===== src/rtl/multicycle_datapath.sv =====
// Multi-cycle RV32I core: FETCH/DECODE/EXEC/MEM/WB sequencer with req/ready memory ports.
// alu_ctrl: 0 ADD 1 SUB 2 AND 3 OR 4 XOR 5 SLL 6 SRL 7 SRA 8 SLT 9 SLTU 10 pass-B; op1_sel: 0 rs1 1 PC 2 zero; wb_sel: 0 ALU 1 MEM 2 PC+4.
module multicycle_datapath #(
  parameter int unsigned ADDR_WIDTH = 32,
  parameter logic [31:0] RESET_PC   = 32'h0,
  parameter int unsigned NUM_REGS   = 32
) (
  input  logic                  clk,
  input  logic                  reset,
  input  logic [6:0]            opcode,
  input  logic [4:0]            rd,
  input  logic [2:0]            funct3,
  input  logic [4:0]            rs1,
  input  logic [4:0]            rs2,
  input  logic [6:0]            funct7,
  input  logic [3:0]            alu_ctrl,
  input  logic [31:0]           imm_out,
  input  logic                  reg_write,
  input  logic                  mem_read,
  input  logic                  mem_write,
  input  logic                  alu_src,
  input  logic [1:0]            op1_sel,
  input  logic [1:0]            wb_sel,
  input  logic                  is_branch,
  input  logic                  is_jal,
  input  logic                  is_jalr,
  input  logic                  illegal,
  output logic                  imem_req,
  output logic [ADDR_WIDTH-1:0] imem_addr,
  input  logic                  imem_ready,
  input  logic [31:0]           imem_rdata,
  output logic                  dmem_req,
  output logic                  dmem_we,
  output logic [ADDR_WIDTH-1:0] dmem_addr,
  output logic [31:0]           dmem_wdata,
  output logic [3:0]            dmem_wstrb,
  input  logic                  dmem_ready,
  input  logic [31:0]           dmem_rdata,
  output logic [31:0]           instr,
  output logic [31:0]           debug_pc,
  output logic                  retire,
  output logic                  trap
);

  localparam int unsigned RIDX = (NUM_REGS > 16) ? 5 : 4;

  typedef enum logic [2:0] {S_FETCH, S_DECODE, S_EXEC, S_MEM, S_WB, S_HALT} state_t;

  state_t      state_q, state_d;
  logic [31:0] pc_q, pc_d, ir_q, ir_d, a_q, a_d, b_q, b_d, alu_q, alu_d, mdr_q, mdr_d;
  logic        retire_q, retire_d, trap_q, trap_d;
  logic [31:0] regs_q [NUM_REGS];

  logic [31:0] rs1_data, rs2_data, op_a, op_b, alu_res, pc_plus4, rf_wdata, ld_word, ld_val;
  logic [31:0] st_wdata;
  logic [3:0]  st_strb;
  logic        rf_we, taken, bad_reg, misalign, mem_go;
  logic        unused_fields;

  assign unused_fields = ^{opcode, funct7};

  assign rs1_data = regs_q[rs1[RIDX-1:0]];
  assign rs2_data = regs_q[rs2[RIDX-1:0]];
  assign pc_plus4 = pc_q + 32'd4;
  assign bad_reg  = (NUM_REGS == 16) && (rs1[4] || rs2[4] || rd[4]);

  assign misalign = ((funct3[1:0] == 2'b01) && alu_q[0]) ||
                    ((funct3[1:0] == 2'b10) && (alu_q[1:0] != 2'b00));
  assign mem_go   = (state_q == S_MEM) && !misalign;

  // reset gates the requests directly so an access in flight is dropped at once
  assign imem_req   = reset && (state_q == S_FETCH) && (pc_q[1:0] == 2'b00);
  assign imem_addr  = pc_q[ADDR_WIDTH-1:0];
  assign dmem_req   = reset && mem_go;
  assign dmem_we    = dmem_req && mem_write;
  assign dmem_addr  = {alu_q[ADDR_WIDTH-1:2], 2'b00};
  assign dmem_wdata = st_wdata;
  assign dmem_wstrb = dmem_we ? st_strb : 4'b0000;
  assign instr      = ir_q;
  assign debug_pc   = pc_q;
  assign retire     = retire_q;
  assign trap       = trap_q;

  always_comb begin
    case (op1_sel)
      2'd1:    op_a = pc_q;
      2'd2:    op_a = '0;
      default: op_a = a_q;
    endcase
    op_b = alu_src ? imm_out : b_q;
    case (alu_ctrl)
      4'd1:    alu_res = op_a - op_b;
      4'd2:    alu_res = op_a & op_b;
      4'd3:    alu_res = op_a | op_b;
      4'd4:    alu_res = op_a ^ op_b;
      4'd5:    alu_res = op_a << op_b[4:0];
      4'd6:    alu_res = op_a >> op_b[4:0];
      4'd7:    alu_res = $signed(op_a) >>> op_b[4:0];
      4'd8:    alu_res = {31'd0, $signed(op_a) < $signed(op_b)};
      4'd9:    alu_res = {31'd0, op_a < op_b};
      4'd10:   alu_res = op_b;
      default: alu_res = op_a + op_b;
    endcase
  end

  always_comb begin
    case (funct3)
      3'b000:  taken = (a_q == b_q);
      3'b001:  taken = (a_q != b_q);
      3'b100:  taken = $signed(a_q) < $signed(b_q);
      3'b101:  taken = $signed(a_q) >= $signed(b_q);
      3'b110:  taken = a_q < b_q;
      3'b111:  taken = a_q >= b_q;
      default: taken = 1'b0;
    endcase
  end

  always_comb begin
    ld_word = dmem_rdata >> {alu_q[1:0], 3'b000};
    case (funct3)
      3'b000:  ld_val = {{24{ld_word[7]}}, ld_word[7:0]};
      3'b100:  ld_val = {24'd0, ld_word[7:0]};
      3'b001:  ld_val = {{16{ld_word[15]}}, ld_word[15:0]};
      3'b101:  ld_val = {16'd0, ld_word[15:0]};
      default: ld_val = dmem_rdata;
    endcase
    case (funct3[1:0])
      2'b00:   begin st_wdata = {4{b_q[7:0]}};  st_strb = 4'b0001 << alu_q[1:0]; end
      2'b01:   begin st_wdata = {2{b_q[15:0]}}; st_strb = 4'b0011 << alu_q[1:0]; end
      default: begin st_wdata = b_q;            st_strb = 4'b1111; end
    endcase
    case (wb_sel)
      2'd1:    rf_wdata = mdr_q;
      2'd2:    rf_wdata = pc_plus4;
      default: rf_wdata = alu_q;
    endcase
  end

  always_comb begin
    state_d  = state_q;
    pc_d     = pc_q;
    ir_d     = ir_q;
    a_d      = a_q;
    b_d      = b_q;
    alu_d    = alu_q;
    mdr_d    = mdr_q;
    retire_d = 1'b0;
    rf_we    = 1'b0;
    case (state_q)
      S_FETCH: begin
        if (pc_q[1:0] != 2'b00) state_d = S_HALT;
        else if (imem_ready) begin
          ir_d    = imem_rdata;
          state_d = S_DECODE;
        end
      end
      S_DECODE: begin
        a_d     = rs1_data;
        b_d     = rs2_data;
        state_d = (illegal || bad_reg || (mem_read && mem_write)) ? S_HALT : S_EXEC;
      end
      S_EXEC: begin
        alu_d = alu_res;
        if (is_branch) begin
          pc_d     = taken ? pc_q + imm_out : pc_plus4;
          retire_d = 1'b1;
          state_d  = S_FETCH;
        end else if (mem_read || mem_write) state_d = S_MEM;
        else state_d = S_WB;
      end
      S_MEM: begin
        if (misalign) state_d = S_HALT;
        else if (dmem_ready) begin
          if (mem_write) begin
            pc_d     = pc_plus4;
            retire_d = 1'b1;
            state_d  = S_FETCH;
          end else begin
            mdr_d   = ld_val;
            state_d = S_WB;
          end
        end
      end
      S_WB: begin
        rf_we = reg_write && (rd != 5'd0);
        if (is_jal)       pc_d = pc_q + imm_out;
        else if (is_jalr) pc_d = (a_q + imm_out) & ~32'd1;
        else              pc_d = pc_plus4;
        retire_d = 1'b1;
        state_d  = S_FETCH;
      end
      default: state_d = S_HALT;
    endcase
    trap_d = trap_q || (state_d == S_HALT);
  end

  always_ff @(posedge clk or negedge reset) begin
    if (!reset) begin
      state_q  <= S_FETCH;
      pc_q     <= RESET_PC;
      ir_q     <= 32'h0000_0013;
      a_q      <= '0;
      b_q      <= '0;
      alu_q    <= '0;
      mdr_q    <= '0;
      retire_q <= 1'b0;
      trap_q   <= 1'b0;
      for (int unsigned i = 0; i < NUM_REGS; i++) regs_q[i] <= '0;
    end else begin
      state_q  <= state_d;
      pc_q     <= pc_d;
      ir_q     <= ir_d;
      a_q      <= a_d;
      b_q      <= b_d;
      alu_q    <= alu_d;
      mdr_q    <= mdr_d;
      retire_q <= retire_d;
      trap_q   <= trap_d;
      if (rf_we) regs_q[rd[RIDX-1:0]] <= rf_wdata;
    end
  end

endmodule


===== config.mk =====
export PLATFORM = sky130hd
export DESIGN_NAME = multicycle_datapath
export DESIGN_NICKNAME = d
export VERILOG_FILES = /design/src/rtl/multicycle_datapath.sv
export SDC_FILE = /design/constraint.sdc
export NUM_CORES = 2
export LEC_CHECK = 0
export CORE_UTILIZATION = 50
export CTS_CLUSTER_SIZE = 16
export DETAILED_ROUTE_END_ITERATION = 10
export GPL_TIMING_DRIVEN = 0
export PLACE_DENSITY = 0.74
export SYNTH_ARGS = -nofsm -noshare
export SYNTH_HDL_FRONTEND = slang
export SYNTH_SLANG_ARGS = --single-unit
export TNS_END_PERCENT = 100

===== constraint.sdc =====
create_clock -name clk -period 5.22 [get_ports clk]
set_input_delay 0.783 -clock clk [delete_from_list [all_inputs] [get_ports clk]]
set_output_delay 0.783 -clock clk [all_outputs]
set_load 0.01 [all_outputs]

==> results.txt <==
----------------------------------------------------
[Timing]
  Setup skew after layout ... 0.0641 ns
  Share of the clock period used by the worst path after layout ... 1.00
  Post-route setup slack ... -0.0242 ns
  Slew at the pin closest to its max-slew limit ... between 1.5 and 2 ns
  Max transition margin ... -0.0119
  Fin. max-slew vios ... 7
  Highest clock frequency the design can meet ... around 190 MHz
  Final-report hold violation count ... 0
  Count of final setup violators ... 4
  Time the final worst path needs with I/O delays and setup ... roughly 5.2 ns
  Worst hold margin ... about 0.024 ns

[Clock network]
  Clk pin slew, worst setup/hold paths ... 0.06 ns
  Number of buffers between clock root and the deepest sink ... 3
  TritonCTS buffer count ... about 130
  H-tree levels ... 4
  Clock latency reported for the late side of the worst-skew pair ... just over 0.8 ns
  CTS Root Cell ... clkbuf_16
  Clock sink count ... about 1200
  CTS tree ... yes

[Worst setup path]
  CP Class ... reg2reg
  Reg2Reg Launch Point ... a_q[19]
  Source of the critical timing path ... a_q[19]
  Arrival time of the worst setup path ... 5.90 ns
  Largest driver fanout on the critical path ... 10
  Worst Setup End Kind ... flop
  Nature of the critical path startpoint ... flop
  Endpoint required time on the critical path ... 5.87 ns

[Route]
  Via count ... approximately 68000
  Starting DRT DRC Count ... 9817
  Post-DR vias/cell ... 6.78
  Post-DR wirelength/cell ... 32.5 µm
  Pre-Repair DR Iteration Count ... 9
  Number of design rule violations left after detail routing ... 0
  Antenna viol nets, final ... 0
  Wire length reported by the detailed router ... approximately 330000 µm

[Synth]
  Share of the yosys chip area belonging to registers ... 0.405
  Number of unique standard cell types used by synthesis ... 97
  Largest area contributor in the netlist ... dfrtp_1
  Gate count of the mapped netlist ... roughly 7400
  Number of enable flip-flop cells after synthesis ... 0
  Fraction of synthesized cell area taken by the top area cell type ... 0.404
  Prevailing post-synth register cell ... dfrtp_1
  Most numerous cell in the Yosys netlist ... nand2_1
  Top area cells in the synthesized netlist ... dfrtp_1, mux4_2, o21ai_0, nand2_1, ha_1
  Number of warnings reported in the yosys synthesis log ... 0
  Fraction of synthesis flops using an asynchronous set or reset pin ... 1.00
  Most common library cells after synthesis ... nand2_1, o21ai_0, dfrtp_1, mux4_2, clkbuf_1
  Cell area after synthesis ... between 70000 and 80000 µm²
  Flip-flop and latch count after synthesis ... 1221
  Post-Syn Area per Cell ... just over 10 µm²

[Layout]
  Final Non-Filler Cells ... about 10000
  Share of cells above drive strength 1 ... 0.152
  Number of nets in the finished design ... approximately 8200
  Final core area utilization ... 0.578
  Final instance area ... approximately 87000 µm²
  Area grow syn2layout ... 14.8%
  Fillers ... roughly 13000

[Floorplanning]
  # IOs ... around 320
  Rows ... 142
  Die height ... between 300 and 400 µm
  Starting Density ... 0.503
  Horizontal extent of the die ... between 300 and 400 µm
  Area of the die ... roughly 150000 µm²
  Area of the core ... between 100000 and 150000 µm²

[Power]
  Design Power ... about 0.045 W
  Ratio of total power to cell area ... 526 nW/µm²
  Maximum ir drop on the vdd rail ... ~410 µV
  Leakage dissipation ... roughly 36 nW

[Outcome]
  Run status ... complete, but fails checks
  Violated checks ... max-capacitance violations, max-slew violations, negative setup slack

[Global route]
  Pin count of the biggest net entering global routing ... slightly below 200
  Initial antenna violation count ... 22
  Total overflow reported by the global router ... 0
  First-pass GRT wire length ... 467000 µm
  Via count of the first global-routing pass ... around 67000
  GRT Total Usage ... 0.428

[Placed design]
  Number of buffer cells added on primary ports ... roughly 280
  Detailed placer's ending HPWL ... about 250000 µm
  Global placer's final weighted congestion ... 1.13
  Total instance count after detailed placement ... between 9000 and 10000
  Standard cell area after detailed placement ... about 81000 µm²

[Min path]
  Worst hold path class ... in2async

[Job]
  Max-cap violations ... 3

----------------------------------------------------
-- sequential cells by signal, indices dropped and copies added, names as in the netlist, 3 cells and up --
register  cells
a_q          32
instr        32
alu_q        32
state_q       3
b_q          32
regs_q     1024
debug_pc     32
mdr_q        32
-- critical path, stage by stage, from the launching register on --
cell      delay (ns)
dfrtp_1         0.62
ha_1            0.34
a21oi_1         0.20
o21ai_1         0.13
a2111o_1        0.41
o31ai_2         0.67
a41oi_2         0.21
o211a_1         0.28
o41ai_4         1.08
a21oi_2         0.39
buf_2           0.35
a222oi_1        0.30
a21oi_1         0.11
-- layout by cell type (no fill, tap or decap), types with 20 or more instances in the layout --
| master | count |
|---|---|
| nand2_1 | 1336 |
| dfrtp_1 | 1214 |
| o21ai_0 | 1199 |
| mux4_2 | 667 |
| clkbuf_1 | 567 |
| nor2_1 | 376 |
| a21oi_1 | 337 |
| clkdlybuf4s50_1 | 278 |
| ha_1 | 190 |
| inv_1 | 171 |
| mux2i_1 | 154 |
| clkbuf_16 | 133 |
| buf_4 | 101 |
| buf_1 | 69 |
| nor3_1 | 54 |
| a21o_1 | 52 |
| xnor2_1 | 52 |
| mux2_2 | 51 |
| o22ai_1 | 50 |
| nand3_1 | 50 |
| a211oi_1 | 42 |
| o211ai_1 | 42 |
| and2_1 | 39 |
| o21ai_1 | 37 |
| a221o_1 | 37 |
| a31oi_1 | 36 |
| xor2_1 | 32 |
| nand2b_1 | 29 |
| a22oi_1 | 26 |
| buf_2 | 25 |
| a221oi_1 | 25 |
| nand4_1 | 22 |
| o21bai_1 | 21 |
| nor2b_1 | 20 |
| clkbuf_8 | 20 |
| clkinv_2 | 20 |
-- through the flow --
step | worst slack [ns] | setup TNS, ns
CTS | -0.0814 | -0.169
detailed placement | -2.71 | -69.49
finish | -0.0242 | -0.0389
global placement | -50.50 | -
floorplan | 0.0703 | 0
global route | -0.00803 | -0.00803
-- per-layer routing --
| layer | global-route usage | up-vias | routed length [µm] |
|---|---|---|---|
| li1 | - | 28026 | - |
| met1 | 0.503 | 33726 | 109000 |
| met5 | 0.00383 | - | 162 |
| met4 | 0.331 | 12 | 32000 |
| met3 | 0.131 | 1366 | 38900 |
| met2 | 0.658 | 4909 | 145000 |
-- kinds of logic (layout without fill, tap and decap cells) --
group                      count (synthesis)  in the layout  synth area share
adders and majority gates                199            199            0.0334
buffers and inverters                    926           1484            0.0505
other                                      1             17         0.0000498
DFF                                     1221           1221             0.405
muxes                                    882            882             0.229
AOI/OAI and AO/OA                       2106           2106             0.161
xor gates and xnor gates                  86             86           0.00999
and+or+nand+nor                         2022           2022             0.110
-- cell type report --
cell class | count | area, µm² | area share
Multi-Input combinational cell | 5297 | 41400 | 0.478
Sequential cell | 1221 | 30600 | 0.353
Clock buffer | 177 | 3690 | 0.0427
Timing Repair Buffer | 329 | 3590 | 0.0415
Buffer | 741 | 3200 | 0.0369
Tap cell | 2016 | 2520 | 0.0292
Clock inverter | 62 | 885 | 0.0102
Inverter | 175 | 659 | 0.00762
Antenna cell | 15 | 37.5 | 0.000434
-- report_power, final --
| group | total (W) | leakage, nW | switching (W) | internal (W) |
|---|---|---|---|---|
| logic | 0.0204 | 17.6 | 0.0123 | 0.00809 |
| clock network | 0.00999 | 2.22 | 0.00431 | 0.00567 |
| registers | 0.0151 | 16.4 | 0.00330 | 0.0118 |
| total | 0.0455 | 36.2 | 0.0199 | 0.0256 |
-- path summary, 6_finish.rpt --
path / slack, ns / endpoint / cells past startpoint
min reg2reg: 0.46 / trap / 1
min: 0.02 / regs_q[230] / 2
min in group clk: 0.46 / trap / 1
max: -0.02 / debug_pc[8] / 12
max reg2reg: -0.02 / debug_pc[8] / 12
max in group asynchronous: 3.31 / instr[1] / 6
-- repair_timing --
action / 4_1_cts / 5_1_grt
endpoints found under the setup margin: 35 / 29
gates cloned: 9 / 0
setup buffers: 6 / 5
gates resized for setup: 99 / 48
pin swaps: 7 / 5
endpoints found under the hold margin: 80 / 0
hold buffers: 1 / 0
Note: power is estimated with default switching activity, not from simulation.
